[src/rtl/hamming_min_tracker.sv]
// Tracks the minimum clamped Hamming distance over a frame of candidates and
// presents one held result beat (min, first index, tie, match, error) per frame.
module hamming_min_tracker #(
  parameter int unsigned DIST_W    = 5,
  parameter int unsigned IDX_W     = 4,
  parameter int unsigned FRAME_LEN = 16,
  parameter int unsigned MAX_DIST  = 16
) (
  input  logic              clk,
  input  logic              rst,
  input  logic              in_valid,
  output logic              in_ready,
  input  logic [DIST_W-1:0] in_dist,
  input  logic [DIST_W-1:0] thresh,
  output logic              out_valid,
  input  logic              out_ready,
  output logic [DIST_W-1:0] out_min_dist,
  output logic [IDX_W-1:0]  out_min_idx,
  output logic              out_tie,
  output logic              out_match,
  output logic              out_err
);

  typedef enum logic {
    ACCUM = 1'b0,
    DONE  = 1'b1
  } state_t;

  state_t              state_q;
  logic [IDX_W-1:0]    count_q, count_d;
  logic [IDX_W-1:0]    idx_q, idx_d;
  logic [DIST_W-1:0]   min_q, min_d;
  logic                tie_q, tie_d;
  logic                err_q, err_d;
  logic [DIST_W-1:0]   d_clamped;
  logic                clamp;
  logic                accept;
  logic                last;

  assign in_ready  = (state_q == ACCUM);
  assign out_valid = (state_q == DONE);

  // Running-minimum update for the current entry, including the frame's last one.
  always_comb begin
    clamp     = (in_dist > DIST_W'(MAX_DIST));
    d_clamped = clamp ? DIST_W'(MAX_DIST) : in_dist;
    accept    = in_valid & in_ready;
    last      = (count_q == IDX_W'(FRAME_LEN - 1));
    count_d   = count_q;
    idx_d     = idx_q;
    min_d     = min_q;
    tie_d     = tie_q;
    err_d     = err_q;
    if (accept) begin
      count_d = last ? '0 : count_q + IDX_W'(1);
      if (count_q == '0) begin
        min_d = d_clamped;
        idx_d = '0;
        tie_d = 1'b0;
        err_d = clamp;
      end else begin
        if (d_clamped < min_q) begin
          min_d = d_clamped;
          idx_d = count_q;
          tie_d = 1'b0;
        end else if (d_clamped == min_q) begin
          tie_d = 1'b1;
        end
        err_d = err_q | clamp;
      end
    end
  end

  // State, running accumulators and the held result registers.
  always_ff @(posedge clk) begin
    if (rst) begin
      state_q      <= ACCUM;
      count_q      <= '0;
      min_q        <= DIST_W'(MAX_DIST);
      idx_q        <= '0;
      tie_q        <= 1'b0;
      err_q        <= 1'b0;
      out_min_dist <= '0;
      out_min_idx  <= '0;
      out_tie      <= 1'b0;
      out_match    <= 1'b0;
      out_err      <= 1'b0;
    end else begin
      count_q <= count_d;
      min_q   <= min_d;
      idx_q   <= idx_d;
      tie_q   <= tie_d;
      err_q   <= err_d;
      case (state_q)
        ACCUM: begin
          if (accept && last) begin
            state_q      <= DONE;
            out_min_dist <= min_d;
            out_min_idx  <= idx_d;
            out_tie      <= tie_d;
            out_err      <= err_d;
            out_match    <= (min_d <= thresh);
          end
        end
        DONE: begin
          if (out_ready) state_q <= ACCUM;
        end
        default: state_q <= ACCUM;
      endcase
    end
  end

endmodule

[config.mk]
export PLATFORM = sky130hd
export DESIGN_NAME = hamming_min_tracker
export DESIGN_NICKNAME = d
export VERILOG_FILES = /design/src/rtl/hamming_min_tracker.sv
export SDC_FILE = /design/constraint.sdc
export NUM_CORES = 1
export LEC_CHECK = 0
export CAP_MARGIN = 20
export CORE_MARGIN = 4
export CORE_UTILIZATION = 46
export DETAILED_ROUTE_END_ITERATION = 6
export PLACE_DENSITY = 0.74
export SETUP_SLACK_MARGIN = 0.3
export SLEW_MARGIN = 0
export SYNTH_ARGS = -nofsm -noshare
export SYNTH_HDL_FRONTEND = slang
export SYNTH_SLANG_ARGS = --single-unit
[constraint.sdc]
create_clock -name clk -period 2.6 [get_ports clk]
set_input_delay 0.52 -clock clk [delete_from_list [all_inputs] [get_ports clk]]
set_output_delay 0.52 -clock clk [all_outputs]
set_load 0.02 [all_outputs]
==> reports/metrics.cfg <==
[worst_setup_path]
critPathCaptureType = flip-flop
critPathSlowestCell = ha_4
crit_buf_inv = 1
cp_cell_sequence = buf_2 -> nor2b_4 -> ha_4 -> nand4_1 -> nor2_4 -> o21a_4 -> o21ai_2 -> nand2_2 -> ha_4 -> a21o_1 -> a21oi_1 -> o21ai_1 -> a311oi_2
cp_common_cell = ha_4
timing.rr.end = out_match$_SDFFE_PP0P_
crit_fanout = 7
path_delay_family = compound AO/OA/AOI/OAI gates
r2r-start = min_q[4]$_SDFF_PP1_
regToRegSetupSlack_ns = 0.14
cp.required_ns = 2.86
startpoint_type = input pin
critical_path_class = in -> reg
critPathMaxStageDelay_ns = 0.28
critPathArrivalTime_ns = 2.72
r2r_cells = 12

[routing]
dr.pass1.iters = 4
final_antenna_net_count = 0
vias = 1557
drtIter0Drc = 121
postRouteWirelength_mm = 4.48
wl_per_cell_um = 15.8
drc = 0
routed_via_density = 5.48

[cts]
clk_latency_ns = 0.33
cts_sinks = 28
cts-root-buf = clkbuf_4
holdBufCountCts = 0
cts_made_buffers = 3
cts_tree = built
clkTransAtPathRegs_ns = 0.16
clockBufferDepth = 2
cts.htree.levels = 1

[synthesis]
yosysMostFrequentCell = dfxtp_1
yosys.area.top_type = dfxtp_1
synth_area_per_cell_um2 = 8.36
synthXorXnorAreaFrac_pct = 1.16
synth.distinct_cells = 41
synth-async-reset-ratio_pct = 0
dominantRegCellSynth = dfxtp_1
synth_common_cells = 28 x dfxtp_1, 21 x a21oi_1, 19 x nand2_1
synth_fp_nets = 206
syn_area_um2 = 1500
synthAdderAreaFrac_pct = 9.98
synth_simple_gate_area_share_pct = 21.3
synth-compound-area-share_pct = 22.8
synth_top_family_by_area = compound AO/OA/AOI/OAI gates
synth-seq-cells = 28
seq_area_frac_synth_pct = 37.3
synth_top_area_share_pct = 37.3
synth_edf_count = 0
ys_warn_count = 0
synthMuxAreaShare_pct = 1.33
synthTopCellsByArea = dfxtp_1 37%, ha_1 10%, a21oi_1 7.0%
synth_cells = 180

[power]
ir_drop_v = 0.000236
power.total_mw = 1.06
p_leak_nw = 0.907
powerDensity_nw_per_um2 = 459

[global_routing]
grt_pass1_vias = 1571
grtUsageTotal_pct = 21.2
antenna_found_initial = 0
grt_max_degree = 17
grt_pass1_wl_mm = 7.10
overflow = 0

[timing]
setup_viol = 0
setup-tns-final_ns = 0
fin_skew_ns = 0.00686
timing.fmax_ghz = 0.406
fin_crit_sh_pct = 94.7
hold_viol = 0
tightest_slew_ns = 0.454
rsz0062_at_grt = true
finalMaxSlewViolations = 0
fin_crit_ns = 2.46
slew-limit-headroom_pct = 69.7

[finish]
diodes = 0
instances_no_fill = 284
drive_gt1_share_pct = 35.4
nets = 267
syn2layout_area_growth_pct = 52.7

[placed_design]
hpwlAfterDp_mm = 3.11
gp_congestion = 0.864
dp.cells = 269
port_buffers = 27

[floorplan]
die_h_um = 65.2
io_pins = 28
num_rows = 20
die_w_um = 65.2
core_area_um2 = 3100
initial_core_util_pct = 48.5
die-area_um2 = 4250

[hold_path]
holdPathStages = 2
worstHoldStart = idx_q[1]$_SDFF_PP0_
holdPathEnd = idx_q[1]$_SDFF_PP0_
worst_hold_path_type = reg -> reg

[job]
maxCapViolCount = 0

[outcome]
status = complete, no violations

==> kinds of logic (layout without fill, tap and decap cells) <==
group                    after synthesis  after routing
multiplexers                           2              2
XOR/XNOR                               2              2
flip-flops                            28             28
AND/OR/NAND/NOR                       63             63
AO/OA/AOI/OAI                         52             52
buffers and inverters                 21             81
adder cells (fa/ha/maj)               12             12
==> worst register-to-register path, stage by stage, from the launching register on <==
cell and delay, ns:
dfxtp_2 0.36, inv_2 0.06, ha_4 0.29, nand4_1 0.18, nor2_4 0.20, o21a_4 0.21, o21ai_2 0.09, nand2_2 0.11
ha_4 0.20, a21o_1 0.16, a21oi_1 0.17, o21ai_1 0.11, a311oi_2 0.26
==> state kept, by name (all words and copies together) (netlist names) <==
signal,count
count_q,4
err_q,1
idx_q,4
min_q,5
out_err,1
out_match,1
out_min_dist,5
out_min_idx,4
out_tie,1
out_valid,1
tie_q,1
==> worst max-delay path by stage <==
stage                                   start                     end  slack [ns]  cells past startpoint
after floorplan                    in_dist[2]  out_match$_SDFFE_PP0P_       -0.06                     13
after global placement             in_dist[4]  out_match$_SDFFE_PP0P_       -0.57                     13
after detailed placement           in_dist[4]  out_match$_SDFFE_PP0P_       -0.72                     12
after CTS                          in_dist[1]  out_match$_SDFFE_PP0P_        0.23                     13
after global routing      min_q[4]$_SDFF_PP1_  out_match$_SDFFE_PP0P_        0.05                     12
final                              in_dist[2]  out_match$_SDFFE_PP0P_        0.14                     13
==> per-stage QoR <==
stage	setup WS (ns)	util (%)	instance area (µm²)	hold slack, ns
after floorplan	-0.0572	-	1530	0.449
after global placement	-0.567	64.6	2000	0.456
after detailed placement	-0.719	64.6	2000	0.470
after CTS	0.229	71.0	2200	0.490
after global routing	0.0531	74.0	2300	0.501
final	0.138	74.0	2300	0.491
==> placed cells by master, fill, tap and decap left out, drive strengths merged, types with 7 or more instances in the layout <==
cell,Yosys,layout
a21oi,22,22
nand3,7,7
nor2,18,18
o21ai,12,12
inv,14,14
buf,5,40
clkdlybuf4s50,0,22
nand2,19,19
a211oi,9,9
dfxtp,28,28
ha,12,12
==> layer usage <==
metal	GRT usage, %	wire, µm
met5	0	0
met4	8.29	109
met3	2.56	144
met2	37.8	2370
met1	25.6	1860
==> power by group <==
group,leakage (nW),total (mW),switching (mW),internal (mW)
clock,0.0279,0.287,0.131,0.156
combinational,0.651,0.319,0.158,0.161
sequential,0.228,0.449,0.00919,0.440
total,0.907,1.06,0.298,0.757
==> repair_timing <==
action,4_1_cts,5_1_grt
setup endpoints to repair,15,1
setup buffers,8,3
pin swaps,19,5
gates resized for setup,43,12
==> area by class of cell <==
cell class                 count  area, µm²
multi-input combinational    131       1040
fill                         238        806
sequential                    28        566
timing repair buffer          63        532
tap                           44       55.1
inverter                      14       52.6
clock inverter                 1       30.0
clock buffer                   3       22.5
(Power assumes the default switching activity.)
